$ cat src/rtl/slurm16_memory_arbiter_pkg.sv
// slurm16_memory_arbiter_pkg: shared slurm16 CPU constants and arbiter owner encoding
package slurm16_memory_arbiter_pkg;
  localparam int CPU_BITS = 16;
  localparam int CPU_ADDRESS_BITS = 16;
  localparam int MAX_BURST_DEFAULT = 16;
  typedef enum logic [1:0] {
    IDLE    = 2'd0,
    OWN_CPU = 2'd1,
    OWN_DMA = 2'd2
  } owner_t;
endpackage

$ cat src/rtl/slurm16_memory_arbiter_if.sv
// slurm16_memory_arbiter_if: CPU/DMA request handshakes and the single-port RAM request bus
interface slurm16_memory_arbiter_if
  import slurm16_memory_arbiter_pkg::*;
#(
  parameter int BITS = CPU_BITS,
  parameter int ADDRESS_BITS = CPU_ADDRESS_BITS
);
  logic [ADDRESS_BITS-1:0] cpu_address, dma_address, ram_address;
  logic [BITS-1:0] cpu_out, cpu_in, dma_out, dma_in, ram_wdata, ram_rdata;
  logic cpu_valid, cpu_wr, cpu_ready, dma_valid, dma_wr, dma_ready, ram_wr;
  logic [1:0] cpu_wr_mask, dma_wr_mask, ram_wr_mask;
  modport slave (
    input cpu_address, cpu_out, cpu_valid, cpu_wr, cpu_wr_mask,
    input dma_address, dma_out, dma_valid, dma_wr, dma_wr_mask, ram_rdata,
    output cpu_ready, cpu_in, dma_ready, dma_in,
    output ram_address, ram_wdata, ram_wr_mask, ram_wr
  );
  modport master (
    output cpu_address, cpu_out, cpu_valid, cpu_wr, cpu_wr_mask,
    output dma_address, dma_out, dma_valid, dma_wr, dma_wr_mask, ram_rdata,
    input cpu_ready, cpu_in, dma_ready, dma_in,
    input ram_address, ram_wdata, ram_wr_mask, ram_wr
  );
endinterface

$ cat src/rtl/slurm16_burst_counter.sv
// slurm16_burst_counter: saturating count of accepted transfers for the current owner
module slurm16_burst_counter #(
  parameter int MAX_BURST = 16
) (
  input  logic CLK,
  input  logic RST,
  input  logic clear,
  input  logic inc,
  output logic at_limit
);
  localparam int W = $clog2(MAX_BURST) + 1;
  logic [W-1:0] count;
  always_ff @(posedge CLK or posedge RST)
    if (RST) count <= '0;
    else if (clear) count <= '0;
    else if (inc && count != W'(MAX_BURST)) count <= count + 1'b1;
  // high when the next accepted transfer reaches (or stays at) the limit
  assign at_limit = count >= W'(MAX_BURST - 1);
endmodule

$ cat src/rtl/slurm16_memory_arbiter.sv
// slurm16_memory_arbiter: CPU/DMA arbiter in front of one single-port RAM with burst fairness
module slurm16_memory_arbiter
  import slurm16_memory_arbiter_pkg::*;
#(
  parameter int MAX_BURST = MAX_BURST_DEFAULT
) (
  input logic CLK,
  input logic RST,
  slurm16_memory_arbiter_if.slave bus
);
  owner_t state, next;
  logic hold, cpu_rdy, dma_rdy, sel_dma, at_limit;
  // hold blocks the first cycle after a burst-limit handover so the RAM sees one idle cycle
  always_ff @(posedge CLK or posedge RST)
    if (RST) begin
      state <= IDLE;
      hold <= 1'b0;
    end else begin
      state <= next;
      hold <= (cpu_rdy || dma_rdy) && next != state;
    end
  always_comb
    next = state == IDLE ? (bus.cpu_valid ? OWN_CPU : bus.dma_valid ? OWN_DMA : IDLE)
         : state == OWN_CPU ? (!bus.cpu_valid ? (bus.dma_valid ? OWN_DMA : IDLE)
                               : (cpu_rdy && at_limit && bus.dma_valid) ? OWN_DMA : OWN_CPU)
         : (!bus.dma_valid ? (bus.cpu_valid ? OWN_CPU : IDLE)
            : (dma_rdy && at_limit && bus.cpu_valid) ? OWN_CPU : OWN_DMA);
  always_comb begin
    sel_dma = state == OWN_DMA;
    cpu_rdy = state == OWN_CPU && !hold && bus.cpu_valid;
    dma_rdy = sel_dma && !hold && bus.dma_valid;
    bus.cpu_ready = cpu_rdy;
    bus.dma_ready = dma_rdy;
    bus.ram_address = sel_dma ? bus.dma_address : bus.cpu_address;
    bus.ram_wdata = sel_dma ? bus.dma_out : bus.cpu_out;
    bus.ram_wr_mask = sel_dma ? bus.dma_wr_mask : bus.cpu_wr_mask;
    bus.ram_wr = sel_dma ? dma_rdy && bus.dma_wr : cpu_rdy && bus.cpu_wr;
    bus.cpu_in = bus.ram_rdata;
    bus.dma_in = bus.ram_rdata;
  end
  slurm16_burst_counter #(.MAX_BURST(MAX_BURST)) u_cnt (
    .CLK(CLK),
    .RST(RST),
    .clear(next != state),
    .inc(cpu_rdy || dma_rdy),
    .at_limit(at_limit)
  );
endmodule

$ cat src/flat_wrapper.sv
// flat-port wrapper written by rule: the top's interface ports become plain ports
module slurm16_memory_arbiter_flat import slurm16_memory_arbiter_pkg::*;
#(
  parameter int MAX_BURST = MAX_BURST_DEFAULT
)
  (CLK, RST, bus_cpu_address, bus_cpu_out, bus_cpu_valid, bus_cpu_wr, bus_cpu_wr_mask, bus_dma_address, bus_dma_out, bus_dma_valid, bus_dma_wr, bus_dma_wr_mask, bus_ram_rdata, bus_cpu_ready, bus_cpu_in, bus_dma_ready, bus_dma_in, bus_ram_address, bus_ram_wdata, bus_ram_wr_mask, bus_ram_wr);
  slurm16_memory_arbiter_if bus_i ();
  input logic CLK;
  input logic RST;
  input wire logic [$bits(bus_i.cpu_address)-1:0] bus_cpu_address;
  input wire logic [$bits(bus_i.cpu_out)-1:0] bus_cpu_out;
  input wire logic [$bits(bus_i.cpu_valid)-1:0] bus_cpu_valid;
  input wire logic [$bits(bus_i.cpu_wr)-1:0] bus_cpu_wr;
  input wire logic [$bits(bus_i.cpu_wr_mask)-1:0] bus_cpu_wr_mask;
  input wire logic [$bits(bus_i.dma_address)-1:0] bus_dma_address;
  input wire logic [$bits(bus_i.dma_out)-1:0] bus_dma_out;
  input wire logic [$bits(bus_i.dma_valid)-1:0] bus_dma_valid;
  input wire logic [$bits(bus_i.dma_wr)-1:0] bus_dma_wr;
  input wire logic [$bits(bus_i.dma_wr_mask)-1:0] bus_dma_wr_mask;
  input wire logic [$bits(bus_i.ram_rdata)-1:0] bus_ram_rdata;
  output wire logic [$bits(bus_i.cpu_ready)-1:0] bus_cpu_ready;
  output wire logic [$bits(bus_i.cpu_in)-1:0] bus_cpu_in;
  output wire logic [$bits(bus_i.dma_ready)-1:0] bus_dma_ready;
  output wire logic [$bits(bus_i.dma_in)-1:0] bus_dma_in;
  output wire logic [$bits(bus_i.ram_address)-1:0] bus_ram_address;
  output wire logic [$bits(bus_i.ram_wdata)-1:0] bus_ram_wdata;
  output wire logic [$bits(bus_i.ram_wr_mask)-1:0] bus_ram_wr_mask;
  output wire logic [$bits(bus_i.ram_wr)-1:0] bus_ram_wr;
  assign bus_i.cpu_address = bus_cpu_address;
  assign bus_i.cpu_out = bus_cpu_out;
  assign bus_i.cpu_valid = bus_cpu_valid;
  assign bus_i.cpu_wr = bus_cpu_wr;
  assign bus_i.cpu_wr_mask = bus_cpu_wr_mask;
  assign bus_i.dma_address = bus_dma_address;
  assign bus_i.dma_out = bus_dma_out;
  assign bus_i.dma_valid = bus_dma_valid;
  assign bus_i.dma_wr = bus_dma_wr;
  assign bus_i.dma_wr_mask = bus_dma_wr_mask;
  assign bus_i.ram_rdata = bus_ram_rdata;
  assign bus_cpu_ready = bus_i.cpu_ready;
  assign bus_cpu_in = bus_i.cpu_in;
  assign bus_dma_ready = bus_i.dma_ready;
  assign bus_dma_in = bus_i.dma_in;
  assign bus_ram_address = bus_i.ram_address;
  assign bus_ram_wdata = bus_i.ram_wdata;
  assign bus_ram_wr_mask = bus_i.ram_wr_mask;
  assign bus_ram_wr = bus_i.ram_wr;
  slurm16_memory_arbiter #(.MAX_BURST(MAX_BURST)) u_core (.CLK(CLK), .RST(RST), .bus(bus_i));
endmodule
$ cat config.mk
export PLATFORM = sky130hd
export DESIGN_NAME = slurm16_memory_arbiter_flat
export DESIGN_NICKNAME = d
export VERILOG_FILES = /design/src/rtl/slurm16_memory_arbiter_pkg.sv /design/src/rtl/slurm16_memory_arbiter_if.sv /design/src/rtl/slurm16_burst_counter.sv /design/src/rtl/slurm16_memory_arbiter.sv /design/src/flat_wrapper.sv
export SDC_FILE = /design/constraint.sdc
export NUM_CORES = 1
export LEC_CHECK = 0
export CORE_ASPECT_RATIO = 0.75
export CORE_MARGIN = 2
export CORE_UTILIZATION = 27
export CTS_CLUSTER_SIZE = 8
export DETAILED_ROUTE_END_ITERATION = 6
export PLACE_DENSITY = 0.81
export SETUP_SLACK_MARGIN = 0.5
export SLEW_MARGIN = 10
export SYNTH_ARGS = -nofsm -noshare
export SYNTH_HDL_FRONTEND = slang
export SYNTH_HIERARCHICAL = 1
export SYNTH_SLANG_ARGS = --single-unit
$ cat constraint.sdc
create_clock -name CLK -period 3.15 [get_ports CLK]
set_input_delay 0.7875 -clock CLK [delete_from_list [all_inputs] [get_ports CLK]]
set_output_delay 0.7875 -clock CLK [all_outputs]
set_load 0.005 [all_outputs]
-- Word-level counts from Yosys, hierarchy flattened
Cells that the tools add are included.
- register bits: 8
- logic and storage cells: 40
- $add $sub $neg: 1
- $lt $le $gt $ge: 1
- equal/unequal tests: 4
- muxes and demuxes: 15
- reductions and logical operators: 16
- operator list (cell ; count):
    16-bit two-way mux ; 2
    2-bit two-way mux ; 9
    1-bit logical AND ; 12
    5-bit two-way mux ; 2
    5-bit by 1-bit adder with 5-bit output, second input constant ; 1
    5-bit by 4-bit >= comparator with 1-bit output, second input constant ; 1
    5-bit != test, second input constant ; 1
    2-bit by 1-bit equality test with 1-bit output, second input constant ; 1
    2-bit equality test, second input constant ; 1
    2-bit logical NOT ; 1
    1-bit two-way mux ; 2
    2-bit != test ; 1
    2-bit nonzero test ; 1
    1-bit logical NOT ; 1
    1-bit logical OR ; 1

-- Logic depth before layout (Yosys ltp)
Gate-level depths: netlist of the first run.
- depth after elaboration: 11
- depth in mapped cells: 11
- mapped depth without buffers: 11

-- By module
The synthesis of the first run kept the hierarchy.
- modules (own cells, without submodules) (module ; times used ; cells an instance ; area an instance (um2) ; sequential area each (um2)):
    slurm16_memory_arbiter ; 1 ; 97 ; 1027.2 ; 75.1
    slurm16_burst_counter ; 1 ; 34 ; 331.6 ; 125.1

-- Worst setup path before layout of the first run
Ideal clock, no wire load.
- kind: reg-to-reg
- start point: reg u_core.u_cnt.count[0]
- end point: reg u_core.u_cnt.count[3]
- setup time: 0.122 ns
- data arrival time: 2.065 ns
- path slack: 0.964 ns
- stages on the path, launching flop included: 11
- path buffers: 0
- period minus slack after synthesis: 2.186 ns
- cells stage by stage: dfrtp_1 ha_1 and3_2 ha_1 nor2_1 o21ai_0 nor2b_1 a211oi_1 nor3_1 inv_1 a32o_1
- longest elaborated chain between the ends: 9
- RTL lines (element ; RTL line ; source):
    start, declared ; slurm16_burst_counter.sv:12 ; logic [W-1:0] count;
    start signal, assigned ; slurm16_burst_counter.sv:16 ; else if (inc && count != W'(MAX_BURST)) count <= count + 1'b1;
    5-bit by 4-bit >= comparator with 1-bit output (*) ; slurm16_burst_counter.sv:18 ; assign at_limit = count >= W'(MAX_BURST - 1);
    named net u_core.at_limit ; slurm16_memory_arbiter.sv:12 ; logic hold, cpu_rdy, dma_rdy, sel_dma, at_limit;
    1-bit logical AND (on tied branches) (2 in series) ; slurm16_memory_arbiter.sv:27, slurm16_memory_arbiter.sv:25 ;
    2-bit two-way mux (on tied branches) ; slurm16_memory_arbiter.sv:27, slurm16_memory_arbiter.sv:25 ;
    2-bit two-way mux (on tied branches) ; slurm16_memory_arbiter.sv:26, slurm16_memory_arbiter.sv:24 ;
    2-bit two-way mux (*) ; slurm16_memory_arbiter.sv:24 ; : state == OWN_CPU ? (!bus.cpu_valid ? (bus.dma_valid ? OWN_DMA : IDLE)
    2-bit two-way mux (*) ; slurm16_memory_arbiter.sv:23 ; next = state == IDLE ? (bus.cpu_valid ? OWN_CPU : bus.dma_valid ? OWN_DMA : IDLE)
    2-bit != test (*) ; slurm16_memory_arbiter.sv:44 ; .clear(next != state),
    5-bit two-way mux or 2-bit nonzero test (tied branches) ; -- ;
Mark *: on every way through the listed nets, which the timed path passes. The rest lies on a longest branch. The select of a mux whose other input is x is not followed.
A chain may end at the register's enable or synchronous reset.

-- Worst setup path in the final report of the first run
- start point: in bus_cpu_valid
- end point: out bus_ram_wr
- longest elaborated chain between the ends: 3
- RTL lines (element ; RTL line ; source):
    start, declared ; flat_wrapper.sv:12 ; input wire logic [$bits(bus_i.cpu_valid)-1:0] bus_cpu_valid;
    1-bit logical AND ; slurm16_memory_arbiter.sv:30 ; cpu_rdy = state == OWN_CPU && !hold && bus.cpu_valid;
    1-bit logical AND ; slurm16_memory_arbiter.sv:37 ; bus.ram_wr = sel_dma ? dma_rdy && bus.dma_wr : cpu_rdy && bus.cpu_wr;
    1-bit two-way mux ; slurm16_memory_arbiter.sv:37 ;
    end, declared ; flat_wrapper.sv:28 ; output wire logic [$bits(bus_i.ram_wr)-1:0] bus_ram_wr;
No other way between the ends.

==> results of run 1 <==
-- layout make-up --
class / count / area share (%)
timing repair buffer: 116 / 48.8
inverter: 10 / 1.62
sequential: 8 / 8.75
multi-input combinational: 76 / 35.8
tap: 60 / 3.24
clock buffer: 3 / 1.78
-- power breakdown --
part	internal (µW)	switching (µW)	total [µW]
combinational	204	91.4	296
clock	82.2	34.3	117
sequential	108	5.37	113
-- layer usage --
layer  GRT usage (%)  share of wire (%)
met5               0                  0
met4            3.57               0.87
met1            17.5                 40
met2            23.4                 51
met3            4.90                8.8
-- kinds of logic (layout without fill, tap and decap cells) --
group           count (synthesis)  after routing  synth area share, %
compound gates                 13             13                 7.92
buf+inv                        47            129                 26.0
fa+ha+maj                       3              3                 2.76
mux                            37             37                 38.6
flops                           8              8                 14.7
simple gates                   23             23                 10.0
-- cells in the mapped netlist, types with 2 or more instances --
cell      number  area share (%)
buf_4         32              18
mux2_4        29              32
dfrtp_1        8              15
inv_1          8             2.2
mux2_2         7             5.8
a21oi_1        5             1.8
nor2_1         4             1.1
a211oi_1       3             1.7
buf_12         3             4.4
ha_1           3             2.8
nand2_1        3            0.83
inv_2          2            0.55
nand3_1        2            0.74
nand4b_1       2             1.3
nor2b_1        2            0.92
nor3_1         2            0.74
-- stage by stage --
step / hold WS, ps / util, % / setup WS [ps] / area [µm²] / std cells
floorplan: 541 / - / 964 / 1360 / 131
global placement: 597 / 46.3 / 112 / 2260 / 267
detailed placement: 592 / 46.3 / 130 / 2260 / 267
CTS: 597 / 47.5 / 454 / 2320 / 273
global route: 642 / 47.6 / 396 / 2320 / 273
finish: 599 / 47.6 / 457 / 2320 / 273
-- worst reg2reg max path, stage by stage, from the launching register on --
cell and delay, ps:
dfrtp_1 400, ha_1 210, and3_2 180, ha_1 140, nor2_1 30, o21ai_0 110
nor2b_1 280, a21oi_1 120, nor3_2 390, inv_1 160, a32o_1 250
-- registers in the layout, summed over array words and instances (netlist names) --
| name | count |
|---|---|
| u_core/hold | 1 |
| u_core/u_cnt/count | 5 |
| u_core/state | 2 |
-- worst max-delay path by stage --
stage | slack, ps | to | startpoint
2_1_floorplan | 960 | u_core/u_cnt/count[3] | u_core/u_cnt/count[0]
3_3_place_gp | 110 | bus_ram_wr | bus_cpu_valid
3_5_place_dp | 130 | bus_ram_wr | bus_cpu_valid
4_1_cts | 450 | bus_ram_wr | bus_cpu_valid
5_1_grt | 400 | bus_ram_wr | bus_cpu_valid
6_report | 460 | bus_ram_wr | bus_cpu_valid
-- timing repair --
item	CTS	global route
endpoints found under the setup margin	37	7
setup buffers	2	0
hold buffers	0	0
gates resized for setup	43	7
gates cloned	1	0
==> run_results.csv, run 1 <==
group,metric,value,unit
sta,slew_viol_final,0,
floorplan,die_h,65.4,µm
cts,cts_inserted_buffers,3,
cts,clock_latency,220,ps
yosys,synth_cell_type_count,32,
sta,tightest_slew,402,ps
grt,grt_start_max_net_pins,18,
cts,htreeDepth,1,
sta,rsz0062_at_grt,"yes",
sta,skew,0.404,ps
worst_setup_path,setup.worst_path.end_class,"output port",
drt,drt-total-wl,4.37,mm
sta,relSlewSlack,73.0,%
worst_setup_path,regToRegSetupSlack,760,ps
worst_setup_path,start_kind,"primary input",
floorplan,placementRows,22,
cells_and_area,num-fill-cells,446,
outcome,run_status,"complete, no violations",
yosys,seq_area_frac_synth,14.7,%
grt,grt.overflow.total,0,
min_path,hold_path_depth,2,
worst_setup_path,critPathBufInv,2,
cells_and_area,seq_area,203,µm²
sta,setup_viol,0,
sta,fin_tns_setup,0,ps
power,total_power,526,µW
power,power_leakage,0.00109,µW
cts,cts_root_buffer,"clkbuf_8",
cells_and_area,layout.nets,308,
grt,grt_pass1_wl,6.02,mm
placement,io_buffers,110,
cts,cts_tree,"done",
cells_and_area,syn_to_final_growth,70.5,%
flow_run,drv_cap,0,
sta,finalHoldViolations,0,
grt,antenna_found_initial,0,
worst_setup_path,worst-r2r-cell-count,10,
cts,clkSinkCount,8,
min_path,hold_class,"flip-flop to flip-flop",
yosys,ys_ff_latch,8,
yosys,synth_edf_count,0,
worst_setup_path,worstPathMaxFanout,3,
sta,period_needed,2690,ps
floorplan,start_util,27.9,%
worst_setup_path,timing.rr.start,"u_core/u_cnt/count[0]",
placement,gp_congestion,0.810,
worst_setup_path,cp_top_family,"buffers and inverters",
cells_and_area,drive_gt1_share,27.7,%
yosys,avgSynthCellArea,10.4,µm²
floorplan,die_w,85.9,µm
worst_setup_path,crit_arrival,1910,ps
power,ir_worst_vdd,0.231,mV
sta,max_freq,371,MHz
floorplan,ios,159,
cells_and_area,layout_commonest_cell,"clkdlybuf4s50_1",
worst_setup_path,crit_required,2360,ps
worst_setup_path,worst_path_largest_cell_delay,480,ps
worst_setup_path,worstPathCellList,"clkdlybuf4s50_1, nor2b_4, nand3_1, a21oi_2, clkdlybuf4s15_1",
drt,via_count,1216,
drt,dr.pass1.iters,3,
yosys,syn_nets,224,
yosys,async_reset_ff_share,100,%
yosys,syn_area,1360,µm²
drt,initialDrtViolationCount,13,
drt,avgRoutedWirePerCell,16.0,µm
min_path,min_to,"u_core/u_cnt/count[1]",
grt,grt_use_total,14.1,%
cells_and_area,mostFrequentLayoutCells,"73 x clkdlybuf4s50_1, 34 x dlygate4sd2_1, 29 x mux2_4, 8 x inv_1, 7 x mux2_2",
drt,avgViaCountPerCell,4.45,
worst_setup_path,r2r-end,"u_core/u_cnt/count[3]",
worst_setup_path,cp_num_cells,5,
min_path,hp-start,"u_core/u_cnt/count[1]",
placement,dp_hpwl,3.65,mm
cts,clk_path_buf_depth,2,
floorplan,core,4870,µm²
cts,path_clk_slew,40,ps
worst_setup_path,slowest_stage,"clkdlybuf4s50_1",
power,pwr_density_cell,227,nW/µm²
drt,detail-route-antenna-nets,0,
yosys,syn_inst,131,
cells_and_area,multiInputGateArea,830,µm²
drt,drc,0,
cells_and_area,diodes,0,
yosys,ys_warn_count,6,
yosys,ys.flop_type,"dfrtp_1",
worst_setup_path,criticalPathCategory,"primary input to output port",
sta,period_share,85.5,%
grt,grt_pass1_vias,1138,
floorplan,die_area,5620,µm²
Note: power is estimated with default switching activity, not from simulation.
==> run 2: changes to the inputs <==
Settings changed: HOLD_SLACK_MARGIN set to 0.02.
==> results of run 2 <==
Final layout, timing and power as in run 1 (identical DEF).
